===== config.mk =====
export PLATFORM = sky130hd
export DESIGN_NAME = ob_drain
export DESIGN_NICKNAME = d
export VERILOG_FILES = /design/src/rtl/ob_drain_pkg.sv /design/src/rtl/ob_drain_skid_fifo.sv /design/src/rtl/ob_drain.sv
export SDC_FILE = /design/constraint.sdc
export NUM_CORES = 1
export LEC_CHECK = 0
export CORE_MARGIN = 2
export CORE_UTILIZATION = 43
export CTS_CLUSTER_SIZE = 40
export DETAILED_ROUTE_END_ITERATION = 7
export GPL_TIMING_DRIVEN = 0
export PLACE_DENSITY = 0.77
export REMOVE_ABC_BUFFERS = 1
export SLEW_MARGIN = 40
export SYNTH_ARGS = -nofsm -noshare
export SYNTH_HDL_FRONTEND = slang
export SYNTH_SLANG_ARGS = --single-unit
export TNS_END_PERCENT = 20

===== constraint.sdc =====
create_clock -name clk_i -period 3.5 [get_ports clk_i]
set_clock_uncertainty 0.2 [all_clocks]
set_input_delay 0.525 -clock clk_i [delete_from_list [all_inputs] [get_ports clk_i]]
set_output_delay 0.525 -clock clk_i [all_outputs]
set_load 0.1 [all_outputs]

===== src/rtl/ob_drain_pkg.sv =====
// Shared types for the output-buffer drain engine.
package ob_drain_pkg;

  localparam int OB_WIDTH = 8;
  localparam int OB_COL   = 4;

  typedef enum logic {
    IDLE = 1'b0,
    RUN  = 1'b1
  } drain_state_e;

  // One output-buffer word at the default geometry.
  typedef logic [OB_COL-1:0][OB_WIDTH-1:0] ob_word_t;

endpackage


===== src/rtl/ob_drain_skid_fifo.sv =====
// Two-entry synchronous FIFO that absorbs the SRAM read latency under backpressure.
module ob_skid_fifo #(
  parameter int DATA_W = 32
) (
  input  logic              clk_i,
  input  logic              rstn_i,
  input  logic              push_i,
  input  logic              pop_i,
  input  logic [DATA_W-1:0] data_i,
  output logic [DATA_W-1:0] head_o,
  output logic [1:0]        count_o,
  output logic              empty_o,
  output logic              full_o
);

  logic [DATA_W-1:0] r_mem [2];
  logic              r_wr;
  logic              r_rd;
  logic [1:0]        r_cnt;
  logic              w_push;
  logic              w_pop;

  assign empty_o = (r_cnt == 2'd0);
  assign full_o  = (r_cnt == 2'd2);
  assign count_o = r_cnt;
  assign w_pop   = pop_i & ~empty_o;
  // A pop in the same cycle frees the slot a push into a full FIFO needs.
  assign w_push  = push_i & (~full_o | w_pop);

  always_ff @(posedge clk_i) begin
    if (!rstn_i) begin
      r_wr  <= 1'b0;
      r_rd  <= 1'b0;
      r_cnt <= 2'd0;
    end else begin
      if (w_push) r_wr <= ~r_wr;
      if (w_pop)  r_rd <= ~r_rd;
      r_cnt <= r_cnt + {1'b0, w_push} - {1'b0, w_pop};
    end
  end

  always_ff @(posedge clk_i) begin
    if (w_push) r_mem[r_wr] <= data_i;
  end

  // Storage is not reset, so the head reads as zero whenever nothing is held.
  assign head_o = empty_o ? '0 : r_mem[r_rd];

endmodule


===== src/rtl/ob_drain.sv =====
// Drains a run of output-buffer SRAM words onto a valid/ready stream.
module ob_drain
  import ob_drain_pkg::*;
#(
  parameter int WIDTH  = 8,
  parameter int COL    = 4,
  parameter int O_SIZE = 256
) (
  input  logic                        clk_i,
  input  logic                        rstn_i,
  input  logic                        start_i,
  input  logic [$clog2(O_SIZE)-1:0]   base_addr_i,
  input  logic [$clog2(O_SIZE):0]     count_i,
  output logic                        ob_mem_cenb_o,
  output logic                        ob_mem_wenb_o,
  output logic [$clog2(O_SIZE)-1:0]   ob_mem_addr_o,
  input  logic [COL-1:0][WIDTH-1:0]   ob_mem_data_i,
  output logic                        out_valid_o,
  input  logic                        out_ready_i,
  output logic [COL-1:0][WIDTH-1:0]   out_data_o,
  output logic                        out_last_o,
  output logic                        busy_o,
  output logic                        done_o
);

  localparam int AW = $clog2(O_SIZE);
  localparam int CW = AW + 1;
  localparam int SW = CW + 1;
  localparam int DW = COL * WIDTH;
  localparam logic [CW-1:0] MAXCNT = CW'(O_SIZE);

  drain_state_e  r_state;
  logic [AW-1:0] r_base;
  logic [CW-1:0] r_count;
  logic [CW-1:0] r_issued;
  logic [CW-1:0] r_popped;
  logic          r_inflight;
  logic          r_busy;
  logic          r_done;

  logic          w_issue;
  logic          w_pop;
  logic          w_last;
  logic          w_empty;
  logic          w_full;
  logic [1:0]    w_fifo_cnt;
  logic [DW-1:0] w_head;
  logic [2:0]    w_occ;
  logic [SW-1:0] w_sum;
  logic [AW-1:0] w_wrapped;
  logic [AW-1:0] w_addr;
  logic [CW-1:0] w_count_in;

  assign w_pop = ~w_empty & out_ready_i;
  assign w_occ = {1'b0, w_fifo_cnt} + {2'b00, r_inflight};

  // Credit: FIFO entries plus the read in flight, less this cycle's pop, must leave a slot.
  assign w_issue = (r_state == RUN) && (r_issued < r_count) &&
                   (w_occ < (3'd2 + {2'b00, w_pop})) && (~w_full | w_pop);

  assign w_sum     = {2'b00, r_base} + {1'b0, r_issued};
  assign w_wrapped = AW'(w_sum - SW'(O_SIZE));
  assign w_addr    = (w_sum >= SW'(O_SIZE)) ? w_wrapped : AW'(w_sum);

  assign w_last     = ~w_empty && (r_popped == (r_count - CW'(1)));
  assign w_count_in = (count_i > MAXCNT) ? MAXCNT : count_i;

  always_ff @(posedge clk_i) begin
    if (!rstn_i) begin
      r_state    <= IDLE;
      r_base     <= '0;
      r_count    <= '0;
      r_issued   <= '0;
      r_popped   <= '0;
      r_inflight <= 1'b0;
      r_busy     <= 1'b0;
      r_done     <= 1'b1;
    end else begin
      r_inflight <= w_issue;
      if (w_issue) r_issued <= r_issued + CW'(1);
      if (w_pop)   r_popped <= r_popped + CW'(1);
      case (r_state)
        IDLE: begin
          if (start_i && (count_i != '0)) begin
            r_state  <= RUN;
            r_base   <= base_addr_i;
            r_count  <= w_count_in;
            r_issued <= '0;
            r_popped <= '0;
            r_busy   <= 1'b1;
            r_done   <= 1'b0;
          end
        end
        RUN: begin
          if (w_pop && w_last) begin
            r_state <= IDLE;
            r_busy  <= 1'b0;
            r_done  <= 1'b1;
          end
        end
        default: r_state <= IDLE;
      endcase
    end
  end

  // Read data lands one cycle after issue and is pushed only if that read is still owned.
  ob_skid_fifo #(
    .DATA_W (DW)
  ) u_fifo (
    .clk_i   (clk_i),
    .rstn_i  (rstn_i),
    .push_i  (r_inflight),
    .pop_i   (w_pop),
    .data_i  (ob_mem_data_i),
    .head_o  (w_head),
    .count_o (w_fifo_cnt),
    .empty_o (w_empty),
    .full_o  (w_full)
  );

  assign ob_mem_cenb_o = ~w_issue;
  assign ob_mem_wenb_o = 1'b1;
  assign ob_mem_addr_o = w_issue ? w_addr : '0;
  assign out_valid_o   = ~w_empty;
  assign out_data_o    = w_head;
  assign out_last_o    = w_last;
  assign busy_o        = r_busy;
  assign done_o        = r_done;

endmodule


==> flow_summary.ini <==
[status]
status = completed

[critical_path]
cp.arrival_ps = 2610
end_kind = output pin
setup.worst_path.start_class = register
crit_required_ps = 2770
worstPathCellList = ha_1, ha_1, a2111oi_4, o2111ai_4, a21oi_4, inv_4, nor2_1, buf_4
crit_fanout = 9
slowest_stage = dfxtp_2
path_class = reg -> out
slowest_delay_ps = 350
worst_path_most_repeated_cell = ha_1

[yosys]
avgSynthCellArea_um2 = 11.0
async_flop_share = 0
yosys.cell_types.count = 48
ys.flop_type = edfxtp_1
syn_area_um2 = 5070
synth_adder_area_share = 0.0582
synth_compound_area_frac = 0.0775
synth_xor_area_frac = 0.0518
synth-edff-count = 64
synthMuxAreaShare = 0.0730
ys_warn_count = 0
synth_simple_gate_area_frac = 0.158
synth_top_family_by_area = simple AND/OR/NAND/NOR gates
syn_inst = 463
synth_seq_area_share = 0.553
synth_seq_cells = 108

[sta]
max_freq_ghz = 0.300
hold_violations = 0
worstMarginPinSlew_ps = 728
tns_ps = 0
relSlewSlack = 0.508
fin_crit_sh = 0.952
finalMaxSlewViolations = 0
period_minus_slack_ps = 3330
setup_viol = 0

[grt]
overflow = 0
grt_max_degree = 33
grt_pass1_wl_um = 17800
grt_usage = 0.173
antenna_found_initial = 0
grt_pass1_vias = 3725

[cells_and_area]
fillers = 963
final_cell_mix = nor2_1, edfxtp_1, clkdlybuf4s50_1
final_cell_area_um2 = 6390
syn_to_final_growth_pct = 26.0
drive_gt1_frac = 0.145
nets = 635
antennaDiodeCount = 0
layout_commonest_cell = nor2_1
final_cells = 707

[die]
core.rowCount = 39
initial_utilization = 0.442
die_w_um = 113
fp.dieArea_um2 = 12700
io_pins = 99
die_height_um = 113
core_area_um2 = 11500

[power]
vdd_drop_max_mv = 0.780
leakagePower_nw = 2.41
power_density_nw_per_um2 = 731

[routing]
drc_errors = 0
routed_wl_um = 10600
antenna_left = 0
via_count = 3673
drtPass1Iterations = 5
wl_per_cell_um = 14.9
drt_iter0_markers = 207
routed_via_density = 5.20

[clock_tree]
path_clk_slew_ps = 70
cts_tree = done
clockBufferDepth = 2
cts_setup_buffers = 0
cts_sinks = 108
htree_levels = 3
postCtsHoldBufs = 0
cts_buffers = 9
cts_root_buffer = clkbuf_16
worstSkewPairLatency_ps = 340

[placement]
gp_congestion = 0.830
dpl_cell_area_um2 = 6030
dp_cells = 691
portBuffers = 97
dp_hpwl_um = 7510

[job]
maxCapViolCount = 0

[worst_hold_path]
min_path_type = reg -> reg
-- routing by layer --
metal / vias to the layer above / GRT usage / wire [um]
met1: 1738 / 0.223 / 4700
met3: 13 / 0.0373 / 653
met5: - / 0 / 0
li1: 1815 / - / -
met4: 0 / 0.0577 / 164
met2: 107 / 0.291 / 5030
-- cell families (layout without fill, tap and decap cells) --
kind of cell	Yosys count	in the layout
and+or+nand+nor	175	175
DFF	108	108
AOI/OAI and AO/OA	53	53
muxes	37	37
buffers and inverters	36	137
xor gates and xnor gates	30	30
adders and majority gates	23	23
other	1	1
-- cell type report --
type                    instances  area (um^2)  area share
flip-flops and latches        108         2810       0.439
clock inverters                 7         73.8      0.0116
clock buffers                   9          225      0.0352
repair buffers                100          853       0.134
well taps                     143          179      0.0280
multi-input cells             319         2170       0.340
inverters                      21         81.3      0.0127
-- Yosys cell counts (2+ instances only) --
library cell  number  area [um^2]
and2_2             3         22.5
nand3_1           10         50.1
nand4_1            8         50.1
xor2_1            10         87.6
clkbuf_1          11         41.3
ha_1              22          275
or2_2              3         18.8
nor4_1             4         25.0
buf_1              3         11.3
nor3_1             4         20.0
nand2b_1           7         43.8
nand2_1           41          154
o21a_1             3         22.5
a211oi_1           3         22.5
nor2_1            74          278
a21boi_0           8         60.1
mux2i_1           37          370
inv_1             19         71.3
a21oi_1            9         45.0
o21bai_1           2         15.0
o21ai_0           12         60.1
edfxtp_1          64         1920
a221o_1            2         20.0
xnor2_1           20          175
and2_1             8         50.1
nand3b_1           3         22.5
dfxtp_1           44          881
nor2b_1            4         25.0
or3_1              3         18.8
a21o_1             4         30.0
-- power breakdown --
group	leakage, nW	switching (mW)	total (mW)	internal (mW)
sequential	0.937	0.120	1.55	1.43
combinational	1.33	1.67	2.11	0.437
clock	0.146	0.454	1.01	0.559
-- per-stage QoR --
step | hold slack, ps | setup WS (ps) | power (mW) | utilization
finish | 252 | 167 | 4.67 | 0.557
detailed placement | 237 | -13.2 | 3.69 | 0.526
floorplan | 248 | -540 | 3.27 | -
global route | 283 | -6.33 | 4.87 | 0.557
CTS | 255 | 15.4 | 4.70 | 0.554
global placement | 239 | -857 | 3.80 | 0.537
-- worst max-delay path: cells and delay by family, from the launching register on --
family | cells | cell delay [ps]
flops | 1 | 350
simple gates | 1 | 130
compound gates | 3 | 860
fa+ha+maj | 2 | 510
buf+inv | 2 | 400
-- sequential cells by signal, indices dropped and copies added, names as in the netlist, named ones only --
name / count
busy_o: 1
done_o: 1
r_base: 8
r_count: 9
r_inflight: 1
r_issued: 9
r_popped: 9
r_state: 1
u_fifo.count_o: 2
u_fifo.r_mem: 64
u_fifo.r_rd: 1
u_fifo.r_wr: 1
-- what timing repair did --
item                                   in CTS  in global routing
setup endpoints to repair                   6                  9
endpoints found under the hold margin       0                  0
gates resized for setup                     6                 11
-- final timing paths --
| kind | startpoint | endpoint | slack [ps] | cells after the start |
|---|---|---|---|---|
| max | u_fifo.count_o[0]$_SDFF_PN0_ | ob_mem_addr_o[3] | 170 | 8 |
| min | done_o$_SDFFE_PN1P_ | done_o$_SDFFE_PN1P_ | 250 | 1 |
| max reg2reg | u_fifo.count_o[0]$_SDFF_PN0_ | r_issued[7]$_SDFF_PN0_ | 820 | 8 |
| min reg2reg | done_o$_SDFFE_PN1P_ | done_o$_SDFFE_PN1P_ | 250 | 1 |
Note: power is estimated with default switching activity, not from simulation.
